[src/rtl/fifo_umbral_pkg.sv]
// rtl/fifo_umbral_pkg.sv - shared constants and error-state encoding for fifo_umbral
// Purpose: default word/address widths, default depth, and the sticky error
//          encoding that the control state machine also decodes.
// Ports:   none (package).
package fifo_umbral_pkg;

  localparam int BW_DEF    = 6;
  localparam int LEN_DEF   = 3;
  localparam int DEPTH_DEF = 2 ** LEN_DEF;

  // Sticky error register encoding; the control FSM relies on OK = 0.
  typedef enum logic {
    ERR_OK    = 1'b0,
    ERR_ERROR = 1'b1
  } err_state_e;

endpackage

[src/rtl/fifo_umbral_memoria_fifo.sv]
// rtl/fifo_umbral_memoria_fifo.sv - register array with one write port and one registered read port
// Purpose: storage for fifo_umbral. The array itself is never reset; only the
//          read data register is cleared so data_out starts at zero.
// Ports:   clk, reset (sync, active-high), wr_en/wr_addr/wr_data (write port),
//          rd_en/rd_addr (read request), rd_data (registered read data).
module memoria_fifo
  import fifo_umbral_pkg::*;
#(
  parameter int BW  = BW_DEF,
  parameter int LEN = LEN_DEF
) (
  input  logic           clk,
  input  logic           reset,
  input  logic           wr_en,
  input  logic [LEN-1:0] wr_addr,
  input  logic [BW-1:0]  wr_data,
  input  logic           rd_en,
  input  logic [LEN-1:0] rd_addr,
  output logic [BW-1:0]  rd_data
);

  logic [BW-1:0] mem_q [0:(2**LEN)-1];
  logic [BW-1:0] rd_data_d;
  logic [BW-1:0] rd_data_q;

  // Read and write on the same edge at the same address return the old word,
  // which is what a full FIFO needs on a simultaneous push/pop.
  always_ff @(posedge clk) begin
    if (wr_en) begin
      mem_q[wr_addr] <= wr_data;
    end
  end

  always_comb begin
    rd_data_d = rd_data_q;
    if (rd_en) begin
      rd_data_d = mem_q[rd_addr];
    end
  end

  always_ff @(posedge clk) begin
    if (reset) begin
      rd_data_q <= '0;
    end else begin
      rd_data_q <= rd_data_d;
    end
  end

  assign rd_data = rd_data_q;

endmodule

[src/rtl/fifo_umbral.sv]
// rtl/fifo_umbral.sv - synchronous FIFO with programmable almost-full/almost-empty thresholds
// Purpose: pointer, occupancy, flag and sticky error logic around memoria_fifo.
// Ports:   clk, reset (sync, active-high), data_in/push (write side),
//          pop/data_out/valid_out (read side, 1-cycle latency),
//          umbral_alto/umbral_bajo (thresholds in words), FifoFull, FifoEmpty,
//          almost_full, almost_empty, FifoError (sticky), count (occupancy).
module fifo_umbral
  import fifo_umbral_pkg::*;
#(
  parameter int BW  = BW_DEF,
  parameter int LEN = LEN_DEF
) (
  input  logic          clk,
  input  logic          reset,
  input  logic [BW-1:0] data_in,
  input  logic          push,
  input  logic          pop,
  input  logic [LEN:0]  umbral_alto,
  input  logic [LEN:0]  umbral_bajo,
  output logic [BW-1:0] data_out,
  output logic          valid_out,
  output logic          FifoFull,
  output logic          FifoEmpty,
  output logic          almost_full,
  output logic          almost_empty,
  output logic          FifoError,
  output logic [LEN:0]  count
);

  localparam logic [LEN:0]   DEPTH_C   = {1'b1, {LEN{1'b0}}};
  localparam logic [LEN:0]   CNT_ONE   = {{LEN{1'b0}}, 1'b1};
  localparam logic [LEN-1:0] PTR_ONE   = {{(LEN-1){1'b0}}, 1'b1};

  logic [LEN-1:0] wr_ptr_d, wr_ptr_q;
  logic [LEN-1:0] rd_ptr_d, rd_ptr_q;
  logic [LEN:0]   count_d, count_q;
  logic           valid_d, valid_q;
  err_state_e     err_d, err_q;

  logic full, empty;
  logic push_ok, pop_ok;

  // count alone decides full/empty; equal pointers are ambiguous.
  assign full  = (count_q == DEPTH_C);
  assign empty = (count_q == '0);

  // A push into a full FIFO is still fine if a word leaves on the same edge.
  assign pop_ok  = pop && !empty;
  assign push_ok = push && (!full || pop_ok);

  always_comb begin
    wr_ptr_d = wr_ptr_q;
    rd_ptr_d = rd_ptr_q;
    count_d  = count_q;
    valid_d  = pop_ok;
    err_d    = err_q;

    if (push_ok) begin
      wr_ptr_d = wr_ptr_q + PTR_ONE;
    end
    if (pop_ok) begin
      rd_ptr_d = rd_ptr_q + PTR_ONE;
    end

    if (push_ok && !pop_ok) begin
      count_d = count_q + CNT_ONE;
    end else if (pop_ok && !push_ok) begin
      count_d = count_q - CNT_ONE;
    end

    // Any rejected request is an overflow or underflow; latch until reset.
    if ((push && !push_ok) || (pop && !pop_ok)) begin
      err_d = ERR_ERROR;
    end
  end

  always_ff @(posedge clk) begin
    if (reset) begin
      wr_ptr_q <= '0;
      rd_ptr_q <= '0;
      count_q  <= '0;
      valid_q  <= 1'b0;
      err_q    <= ERR_OK;
    end else begin
      wr_ptr_q <= wr_ptr_d;
      rd_ptr_q <= rd_ptr_d;
      count_q  <= count_d;
      valid_q  <= valid_d;
      err_q    <= err_d;
    end
  end

  memoria_fifo #(
    .BW  (BW),
    .LEN (LEN)
  ) u_mem (
    .clk     (clk),
    .reset   (reset),
    .wr_en   (push_ok),
    .wr_addr (wr_ptr_q),
    .wr_data (data_in),
    .rd_en   (pop_ok),
    .rd_addr (rd_ptr_q),
    .rd_data (data_out)
  );

  assign valid_out    = valid_q;
  assign FifoFull     = full;
  assign FifoEmpty    = empty;
  assign almost_full  = (count_q >= umbral_alto);
  assign almost_empty = (count_q <= umbral_bajo);
  assign FifoError    = (err_q == ERR_ERROR);
  assign count        = count_q;

endmodule
[config.mk]
export PLATFORM = sky130hd
export DESIGN_NAME = fifo_umbral
export DESIGN_NICKNAME = d
export VERILOG_FILES = /design/src/rtl/fifo_umbral_pkg.sv /design/src/rtl/fifo_umbral_memoria_fifo.sv /design/src/rtl/fifo_umbral.sv
export SDC_FILE = /design/constraint.sdc
export NUM_CORES = 1
export LEC_CHECK = 0
export CORE_UTILIZATION = 50
export CTS_BUF_LIST = sky130_fd_sc_hd__clkbuf_16
export DETAILED_ROUTE_END_ITERATION = 10
export PLACE_DENSITY_LB_ADDON = 0.05
export SETUP_SLACK_MARGIN = 0.5
export SLEW_MARGIN = 20
export SYNTH_ARGS = -nofsm -noshare
export SYNTH_HDL_FRONTEND = slang
export SYNTH_SLANG_ARGS = --single-unit
[constraint.sdc]
create_clock -name clk -period 3.95 [get_ports clk]
set_clock_uncertainty 0.05 [all_clocks]
set_input_delay 0.79 -clock clk [delete_from_list [all_inputs] [get_ports clk]]
set_output_delay 0.79 -clock clk [all_outputs]
set_load 0.02 [all_outputs]
Word level (Yosys, flattened, before mapping)
Memory sizes are Yosys's and may differ from the RTL's. A register that Yosys moved wholly into a read port is not among the register bits.
Index checks and enable logic that the tools add are counted.

operators by class
  muxes and demuxes = 4
  reductions and logical operators = 14
  shift-type cells = 0
  bitwise gates (word level) = 0
  equality and inequality tests = 1
  divide/modulo/power cells = 0
  $lt $le $gt $ge = 2
  add/subtract/negate cells = 4
  $mul = 0

operators with widths
  cell                                                                 count
  4-bit two-way mux                                                    2
  3-bit by 1-bit adder with 3-bit output (second input constant)       2
  1-bit logical AND                                                    6
  4-bit by 1-bit adder with 4-bit output (second input constant)       1
  4-bit == test (second input constant)                                1
  4-bit >= comparator                                                  1
  4-bit less-or-equal comparator                                       1
  1-bit logical NOT                                                    4
  4-bit logical NOT                                                    1
  4-bit by 1-bit subtractor with 4-bit output (second input constant)  1
  1-bit logical OR                                                     2
  1-bit two-way mux                                                    2
  2-bit nonzero test                                                   1

word-level totals
  bits in read-only memories = 0
  bits in writable memories = 48
  latch bits = 0
  memories kept = 1
  flip-flop bits (word level) = 12
  word-level logic and storage cells = 31

memories
  name         depth  bits a word  read ports  clocked after memory_dff  write ports  RTL line                        source
  u_mem.mem_q  8      6            1           1                         1            fifo_umbral_memoria_fifo.sv:22  logic [BW-1:0] mem_q [0:(2**LEN)-1];

Logic depth before layout (Yosys ltp)
Gate-level depths: netlist of the first run.

  depth after elaboration = 9
  depth in mapped cells = 10
  depth with buffers taken out = 10

Hierarchy
From an unflattened synthesis of the first run, not the netlist that was laid out.

second synthesis, totals
  cell total of the unflattened synthesis = 213
  area, all modules = 2920.3 um^2

modules (own cells, without submodules)
  module        area an instance (um^2)  sequential area each (um^2)  cells each  instances
  memoria_fifo  2115.8                   1561.5                       123         1
  fifo_umbral   804.5                    240.2                        90          1

Worst setup path after synthesis of the first run
OpenSTA, ideal clock, no wires.

  kind = input port to output port
  from = input port umbral_bajo[1]
  to = output port almost_empty
  setup slack = 1.103 ns
  arrival time = 2.007 ns
  stages on the path = 6
  cells stage by stage = inv_1 > ha_1 > nor2b_1 > o21a_1 > o21a_1 > o21ai_0

on the way
  word-level cells in the longest chain between the ends = 1

ends and longest elaborated chain
  element                         RTL line            source
  start: declaration              fifo_umbral.sv:19   input logic [LEN:0] umbral_bajo,
  4-bit less-or-equal comparator  fifo_umbral.sv:111  assign almost_empty = (count_q <= umbral_bajo);
  end: declaration                fifo_umbral.sv:25   output logic almost_empty,

Every way passes these cells.

Worst setup path after layout of the first run
Ends and elaborated chain as after synthesis.

==> results of run 1 <==
-- per-layer routing --
metal / track usage [%] / routed length (um)
met5: 0 / 0
met4: 10.00 / 17
met3: 5.476 / 252
met1: 26.18 / 2431
met2: 33.57 / 2821
-- what timing repair did --
action | in CTS | in global routing
endpoints found under the setup margin | 2 | 1
gates resized for setup | 2 | 2
buffers inserted | 0 | 0
hold buffers | 0 | 0
-- layout make-up --
class | instances | area (um^2)
sequential | 66 | 1802
fill | 381 | 1755
multi-input combinational | 111 | 948.4
timing repair buffer | 38 | 365.4
clock buffer | 9 | 225.2
tap | 70 | 87.58
clock inverter | 7 | 45.04
inverter | 11 | 41.29
-- flip-flops by register name, indices dropped and copies added (netlist names) --
| signal | flops |
|---|---|
| FifoError | 1 |
| rd_ptr_q | 3 |
| u_mem.mem_q | 48 |
| u_mem.rd_data | 6 |
| valid_out | 1 |
| count | 4 |
| wr_ptr_q | 3 |
-- per-stage QoR --
| stage | setup slack, ns | instances |
|---|---|---|
| 6_report | 0.6051 | 312 |
| 5_1_grt | 0.5017 | 312 |
| 4_1_cts | 0.5576 | 312 |
| 3_5_place_dp | 0.2761 | 296 |
| 3_3_place_gp | 0.3707 | 296 |
| 2_1_floorplan | 1.103 | 194 |
-- power groups by stage --
stage                     Sequential, mW  Clock [mW]  Combinational, mW
final                              0.940       0.703              0.673
after global routing               0.958       0.743              0.728
after CTS                          0.944       0.710              0.678
after detailed placement           0.958           0              0.680
after global placement             0.950           0              0.648
after floorplan                    0.952           0              0.432
-- worst reg2reg max path, cell delays in order, from the launching register on --
cell,delay (ns)
dfxtp_1,0.42
or3_4,0.45
o21ai_4,0.23
inv_1,0.14
ha_1,0.24
inv_1,0.13
ha_1,0.29
a21oi_1,0.22
a211oi_1,0.13
a31oi_1,0.17
mux2_2,0.35
-- kinds of logic (layout without fill, tap and decap cells) --
kind of cell / after synthesis / in the layout
fa+ha+maj: 14 / 14
flops: 66 / 66
buf+inv: 17 / 65
xor+xnor: 6 / 6
mux: 14 / 14
compound gates: 23 / 23
simple gates: 54 / 54
-- cells in the final DEF (no fill, tap or decap), types with 2 or more instances in the layout --
master | synthesis | layout
ha_1 | 13 | 13
clkinvlp_4 | 0 | 2
nor2b_1 | 2 | 2
o22ai_1 | 6 | 6
mux4_2 | 11 | 11
buf_4 | 0 | 5
nor3_1 | 11 | 11
a21o_1 | 3 | 3
a21oi_1 | 5 | 5
o21a_1 | 2 | 2
xnor2_1 | 3 | 3
nand2b_1 | 6 | 6
nor2_1 | 22 | 22
nand2_1 | 8 | 8
clkbuf_16 | 0 | 9
clkdlybuf4s50_1 | 0 | 31
dfxtp_1 | 18 | 18
xor2_1 | 3 | 3
clkinv_1 | 0 | 2
edfxtp_1 | 48 | 48
inv_1 | 10 | 10
o21ai_0 | 2 | 2
-- worst paths after layout --
path	startpoint	endpoint	cells past startpoint
max	umbral_bajo[1]	almost_empty	8
min	FifoError	FifoError	2
max reg2reg	count[1]	count[3]	10
min reg2reg	FifoError	FifoError	2
==> flow_summary.toml, run 1 <==
[synthesis]
synth_edf_count = 48
mappedNetlistArea_um2 = 2818
netlist.area_leader.share_pct = 51.15
ys_top_cells_by_count = "edfxtp_1 (48), nor2_1 (22), dfxtp_1 (18), ha_1 (13)"
async_flop_share_pct = 0
ys_ff_latch = 66
yosysTopAreaCell = "edfxtp_1"
synth_mux_area_share_pct = 10.48
synth_xor_area_share_pct = 1.865
synth_simple_gate_area_share_pct = 8.970
synth_compound_area_share_pct = 5.639
synth_top_family_by_area = "multiplexers"
ys.flop_type = "edfxtp_1"
syn_area_per_cell_um2 = 14.52
yosysWarnings = 0
ys_types = 35
synth_fp_nets = 226
synthCells = 194
yosysMostFrequentCell = "edfxtp_1"
synth_area_leaders = "edfxtp_1 (51%), dfxtp_1 (13%), mux4_2 (8.8%), ha_1 (5.8%), nor2_1 (2.9%)"
synthAdderAreaFrac_pct = 6.483
synth-seq-area-share_pct = 63.94

[clock_tree]
clk_latency_ns = 0.32
numCtsBuffers = 9
h-tree-depth = 3
cts_tree = "yes"
cts_root_buf = "clkbuf_16"
clk_pin_slew_ns = 0.06
clock_sinks = 66
clock_path_buffers = 2

[pwr]
static-leakage-power_nw = 1.270
p_comb_share_pct = 29.1
power_switching_mw = 0.7184
power_mw = 2.317
p_sw_share_pct = 31.01
pwr_density_cell_nw_per_um2 = 659.1
vdd_ir_drop_max_mv = 0.4101
power_frac_seq_pct = 40.6
intPower_mw = 1.598
clkPwrFrac_pct = 30.3

[placed_design]
placement.io_buffers = 33
gp_congestion = 0.7747
placed_cell_area_um2 = 3247
dp_hpwl_um = 3786

[outcome]
status = "finished clean"

[global_route]
antenna_found_initial = 0
grt_pass1_vias = 1748
grt_start_max_net_pins = 20
grt.total_usage_pct = 20.81
grt.overflow.total = 0
grt_pass1_wl_um = 8887

[die]
die_y_um = 77.07
rows = 26
fp.dieW_um = 77.07
start_util_pct = 53.47
die_area_um2 = 5940
core_area_um2 = 5270
ioPinCount = 34

[worst_setup_path]
cp.arrival_ns = 2.50
worst-path-buf-inv = 3
start_kind = "primary input"
end_kind = "output port"
critPathTopFamily = "buffers and inverters"
cp_common_cell = "o21a_1"
crit_fanout = 2
cp_cell_sequence = "clkdlybuf4s50_1, inv_1, ha_1, nor2b_1, o21a_1, o21a_1, o21ai_0, dlygate4sd1_1"
regToRegSetupSlack_ns = 1.02
critPathSlowestCell = "clkdlybuf4s50_1"
critPathMaxStageDelay_ns = 0.47
worstPathRequired_ns = 3.11
path_class = "in -> out"

[sta]
finalSetupTns_ns = 0
hold_ws_ns = 0.4242
finalCritPeriodShare_pct = 84.68
setup_viol_count_final = 0
slew_viol_final = 0
rsz0062_at_grt = "no"
max_freq_mhz = 299.0
worst_pin_slew_ns = 0.9797
slew-limit-headroom_pct = 34.14
fin_crit_ns = 3.345
hold_violations = 0

[flow_run]
drv_cap = 0

[detailed_routing]
avgRoutedWirePerCell_um = 17.70
antenna_left = 0
wl_um = 5523
dr.pass1.iters = 4
routed-via-count = 1742
dr.first_iter.drc_count = 128
drc = 0
avgViaCountPerCell = 5.583

[final_layout]
final_area_um2 = 3515
layout-drive-gt1-share_pct = 14.46
area_growth_pct = 24.73
nNetsFinal = 269
diodes = 0
fin_util_pct = 66.69

[min_path]
hold_path.class = "reg -> reg"
(Power assumes the default switching activity.)
==> run 2, diff against run 1 <==
--- a/config.mk
+++ b/config.mk
@@ -5,7 +5,7 @@
 export SDC_FILE = /design/constraint.sdc
 export NUM_CORES = 1
 export LEC_CHECK = 0
-export CORE_UTILIZATION = 50
+export CORE_UTILIZATION = 49
 export CTS_BUF_LIST = sky130_fd_sc_hd__clkbuf_16
 export DETAILED_ROUTE_END_ITERATION = 10
 export PLACE_DENSITY_LB_ADDON = 0.05
==> constraint.sdc (replaced) <==
create_clock -name clk -period 2.9 [get_ports clk]
set_clock_uncertainty 0.05 [all_clocks]
set_input_delay 0.58 -clock clk [delete_from_list [all_inputs] [get_ports clk]]
set_output_delay 0.58 -clock clk [all_outputs]
set_load 0.02 [all_outputs]
==> run 2 against run 1 <==
Effect of this change: clock power grew 49%; wire length grew 3.3%; worst setup slack lost 0.11 ns; hold slack gained 0.014 ns; final cell count grew 7.1%; die area grew 2.0%; non-clock buffer count grew 20; via count grew 3.8%; sequential share of layout area shrank 3.9 points; sequential cell count is the same; combinational power grew 74%; critical path depth grew 2.
==> flow_summary.toml, run 2 (same netlist as run 1, synthesis figures left out) <==
[outcome]
status = "finished clean"

[worst_setup_path]
crit_fanout = 6
critPathMaxStageDelay_ns = 0.46
critPathSlowestCell = "o41a_1"
cp_common_cell = "ha_4"
worstPathRequired_ns = 3.06
path_class = "reg -> reg"
reg2reg_depth = 10
cp.arrival_ns = 2.56
end_kind = "flip-flop"
cp_cell_sequence = "buf_6, o41a_1, inv_2, ha_4, inv_4, ha_4, a21oi_4, a211oi_2, a31oi_1, mux2_2"
start_kind = "flip-flop"

[detailed_routing]
drc = 0
dr.first_iter.drc_count = 135
avgRoutedWirePerCell_um = 17.09
avgViaCountPerCell = 5.416
wl_um = 5707
routed-via-count = 1809
antenna_left = 0
dr.pass1.iters = 4

[final_layout]
mostFrequentLayoutCells = "edfxtp_1 (48), buf_4 (24), nor2_1 (22), clkdlybuf4s50_1 (22), dfxtp_1 (14)"
regArea_um2 = 1812
stdcell_count = 334
nNetsFinal = 289
final_area_um2 = 3826
layout-drive-gt1-share_pct = 31.68
fillers = 394
regMostFlops = "u_mem.mem_q"
largest_reg_flops = 48
multiInputGateArea_um2 = 1072
area_growth_pct = 35.79
final_common_cell = "edfxtp_1"
diodes = 0

[global_route]
grt_pass1_wl_um = 8970
grt_pass1_vias = 1769
grt.total_usage_pct = 20.57
grt.overflow.total = 0
antenna_found_initial = 0
grt_start_max_net_pins = 15

[clock_tree]
clock_path_buffers = 2
numCtsBuffers = 9
cts_hold_buf = 0
clock_sinks = 66
cts_root_buf = "clkbuf_16"
clk_latency_ns = 0.32
h-tree-depth = 3
clk_pin_slew_ns = 0.05
cts_tree = "yes"

[placed_design]
placement.io_buffers = 33
gp_congestion = 0.7238
placed_cell_area_um2 = 3334
dp_hpwl_um = 3772
placedCellCount = 307

[sta]
setup_viol_count_final = 0
finalCritPeriodShare_pct = 82.98
hold_violations = 0
rsz0062_at_grt = "yes"
worst_pin_slew_ns = 0.6462
finalSetupTns_ns = 0
slew_viol_final = 0
fin_crit_ns = 2.406
hold_ws_ns = 0.4384
max_freq_mhz = 415.6
slew-limit-headroom_pct = 56.86

[pwr]
power_frac_seq_pct = 36.2
p_sw_share_pct = 30.23
static-leakage-power_nw = 1.428
pwr_density_cell_nw_per_um2 = 911.7
p_comb_share_pct = 33.7
power_mw = 3.488
power_switching_mw = 1.054
intPower_mw = 2.434
clkPwrFrac_pct = 30.1
vdd_ir_drop_max_mv = 0.4094

[die]
fp.dieW_um = 77.83
core_area_um2 = 5540
die_area_um2 = 6058
rows = 27
start_util_pct = 50.86
ioPinCount = 34
die_y_um = 77.83

[min_path]
hold_path.class = "reg -> reg"
worstHoldPathCells = 2

[flow_run]
drv_cap = 0
-- run 2: area by class of cell --
type	count	share of cell area, %
clock buffers	9	5.886
clock inverters	7	1.799
inverters	11	1.145
multi-input cells	111	28.02
flip-flops and latches	66	47.35
well taps	72	2.354
repair buffers	58	13.44
-- run 2: per-stage QoR --
step                      utilization (%)  setup WS (ns)
after CTS                           67.41         0.4780
final                               69.06         0.4936
after global routing                69.06         0.4251
after global placement              60.19        -0.2349
after floorplan                         -         0.4740
after detailed placement            60.19        -0.3205
-- run 2: metal layers --
layer,global-route usage (%),share of wire (%),vias up
met3,3.529,3.0,8
met2,33.54,51,43
li1,-,-,857
met5,0,0,-
met1,27.09,45,901
met4,9.057,1.5,0
-- run 2: worst paths after layout --
kind | from | to | slack [ns]
min reg2reg | u_mem.rd_data[2] | u_mem.rd_data[2] | 0.44
max reg2reg | count[1] | count[3] | 0.49
min | u_mem.rd_data[2] | u_mem.rd_data[2] | 0.44
max | count[1] | count[3] | 0.49
-- run 2: power by group through the flow --
| stage | clock network [mW] | logic [mW] | registers [mW] |
|---|---|---|---|
| final | 1.05 | 1.17 | 1.26 |
| after detailed placement | 0 | 0.984 | 1.28 |
| after floorplan | 0 | 0.605 | 1.31 |
| after global routing | 1.10 | 1.27 | 1.28 |
| after CTS | 1.06 | 1.10 | 1.26 |
| after global placement | 0 | 0.948 | 1.27 |
-- run 2: what timing repair did --
action | in CTS | in global routing
gates resized for setup | 34 | 12
endpoints found under the hold margin | 0 | 0
buffers inserted | 8 | 3
endpoints found under the setup margin | 4 | 5
pin swaps | 17 | 10
-- run 2: worst max-delay path, delay by kind of cell (launching register included) --
kind | cells | cell delay (ns)
buf+inv | 3 | 0.28
flops | 1 | 0.37
compound gates | 4 | 0.87
fa+ha+maj | 2 | 0.38
mux | 1 | 0.35
==> run 3, diff against run 2 <==
==> constraint.sdc (replaced) <==
create_clock -name clk -period 2.2 [get_ports clk]
set_clock_uncertainty 0.05 [all_clocks]
set_input_delay 0.44 -clock clk [delete_from_list [all_inputs] [get_ports clk]]
set_output_delay 0.44 -clock clk [all_outputs]
set_load 0.02 [all_outputs]
==> run 3 against run 2 <==
Effect of this change: the flow now finishes with violations (setup timing); critical path depth unchanged; non-clock buffer count rose by 21; fmax increased by 2.5%; utilization rose by 6.2 points; largest power group is now combinational cells; critical path type unchanged; combinational power up 64%.
==> flow_summary.toml, run 3 (same netlist as run 1, synthesis figures left out) <==
[die]
core_area_um2 = 5540
ioPinCount = 34
start_util_pct = 50.86
die_y_um = 77.83
rows = 27
die_area_um2 = 6058
fp.dieW_um = 77.83

[detailed_routing]
antenna_left = 0
drc = 0
avgRoutedWirePerCell_um = 17.11
routed-via-count = 1897
avgViaCountPerCell = 5.344
dr.first_iter.drc_count = 143
dr.pass1.iters = 4
wl_um = 6075

[worst_setup_path]
reg2reg_depth = 10
worstPathRequired_ns = 2.35
regToRegStartpoint = "count[1]"
cp.arrival_ns = 2.50
crit_fanout = 4
regToRegSetupSlack_ns = -0.15
end_kind = "flip-flop"
start_kind = "flip-flop"
r2r_end = "count[3]"
path_class = "reg -> reg"

[sta]
finalSetupTns_ns = -0.4633
finalCritPeriodShare_pct = 106.7
setup_viol_count_final = 5
slew-limit-headroom_pct = 57.37
slew_viol_final = 0
rsz0062_at_grt = "yes"
max_freq_mhz = 425.8
fin_crit_ns = 2.348
setup_slack_ns = -0.1483
worst_pin_slew_ns = 0.6386
hold_violations = 0

[global_route]
grt_start_max_net_pins = 15
grt.total_usage_pct = 21.78
grt_pass1_wl_um = 9425
antenna_found_initial = 0
grt_pass1_vias = 1865
grt.overflow.total = 0

[final_layout]
fin_util_pct = 75.25
final_common_cell = "edfxtp_1"
stdcell_count = 355
mostFrequentLayoutCells = "edfxtp_1 (48), buf_4 (36), nor2_1 (19)"
nNetsFinal = 310
regMostFlops = "u_mem.mem_q"
diodes = 0
largest_reg_flops = 48
area_growth_pct = 47.96
layout-drive-gt1-share_pct = 42.40

[pwr]
intPower_mw = 3.505
static-leakage-power_nw = 1.626
power_frac_seq_pct = 32.1
pwr_density_cell_nw_per_um2 = 1196
clkPwrFrac_pct = 29.5
power_mw = 4.985
p_sw_share_pct = 29.68
p_comb_share_pct = 38.4
vdd_ir_drop_max_mv = 0.6949
power_switching_mw = 1.480

[outcome]
violations = "setup timing"
status = "finished with violations"

[clock_tree]
clock_path_buffers = 2
clock_sinks = 66
clk_pin_slew_ns = 0.05
clk_latency_ns = 0.32
h-tree-depth = 3
cts_tree = "yes"
numCtsBuffers = 9
cts_root_buf = "clkbuf_16"
cts_hold_buf = 0

[placed_design]
dp_hpwl_um = 3915
gp_congestion = 0.7954
placement.io_buffers = 33
placedCellCount = 322

[min_path]
hold_end = "FifoError"
min_from = "FifoError"
hold_path.class = "reg -> reg"
worstHoldPathCells = 2

[flow_run]
drv_cap = 0
-- run 3: changes by cell type in the layout (fill, tap and decap cells not counted), sizes merged --
cell and delta:
clkinvlp -1, buf +22, bufinv +1, clkbuf +1
dlygate4sd2 +6, dlymetal6s2s +1, clkdlybuf4s50 -11, clkinv -1
clkdlybuf4s15 +2, inv +1
-- run 3: worst max path at each step --
stage / from / to / cells past startpoint
final: count[1] / count[3] / 10
after global routing: count[1] / count[3] / 10
after CTS: count[1] / count[3] / 10
after detailed placement: umbral_bajo[1] / almost_empty / 8
after global placement: umbral_bajo[1] / almost_empty / 8
after floorplan: count[2] / count[3] / 10
-- run 3: power by group through the flow --
stage,Combinational [mW],Sequential [mW],Clock [mW]
finish,1.92,1.60,1.47
global route,2.05,1.62,1.55
CTS,1.74,1.61,1.49
detailed placement,1.54,1.63,0
global placement,1.49,1.62,0
floorplan,0.843,1.73,0
-- run 3: repair_timing --
action                     CTS  global route
pin swaps                   18            12
setup buffers                7            10
resized for setup           70            24
setup endpoints to repair   74            40
-- run 3: metal layers --
| metal | track usage, % | part of all wire [%] | up-vias |
|---|---|---|---|
| met5 | 0 | 0 | - |
| met4 | 9.623 | 2.3 | 0 |
| met3 | 3.882 | 4.3 | 12 |
| met2 | 34.87 | 50 | 55 |
| met1 | 29.14 | 44 | 929 |
| li1 | - | - | 901 |
-- run 3: layout make-up --
cell class                 count  area [um^2]
fill                         358         1371
inverter                      11        53.80
clock buffer                   9        225.2
tap                           72        90.09
multi-input combinational    111         1192
clock inverter                 7        86.33
sequential                    66         1814
timing repair buffer          79        706.9
-- run 3: per-stage QoR --
step           cell area, um^2  setup WS [ns]  hold WS [ns]
2_1_floorplan             2905        -0.1552        0.4419
3_3_place_gp              3503        -0.7660        0.4020
3_5_place_dp              3503        -0.8096        0.4314
4_1_cts                   4005        -0.1176        0.4427
5_1_grt                   4169        -0.2121        0.4503
6_report                  4169        -0.1483        0.4338
-- run 3: critical path: stages, from the launching register on --
cell and delay [ns]:
dfxtp_4 0.35, or3_4 0.42, o21ai_4 0.15, inv_2 0.07
ha_4 0.17, inv_4 0.06, ha_4 0.21, a21oi_4 0.16
a211oi_2 0.09, a31oi_1 0.17, mux2_2 0.34
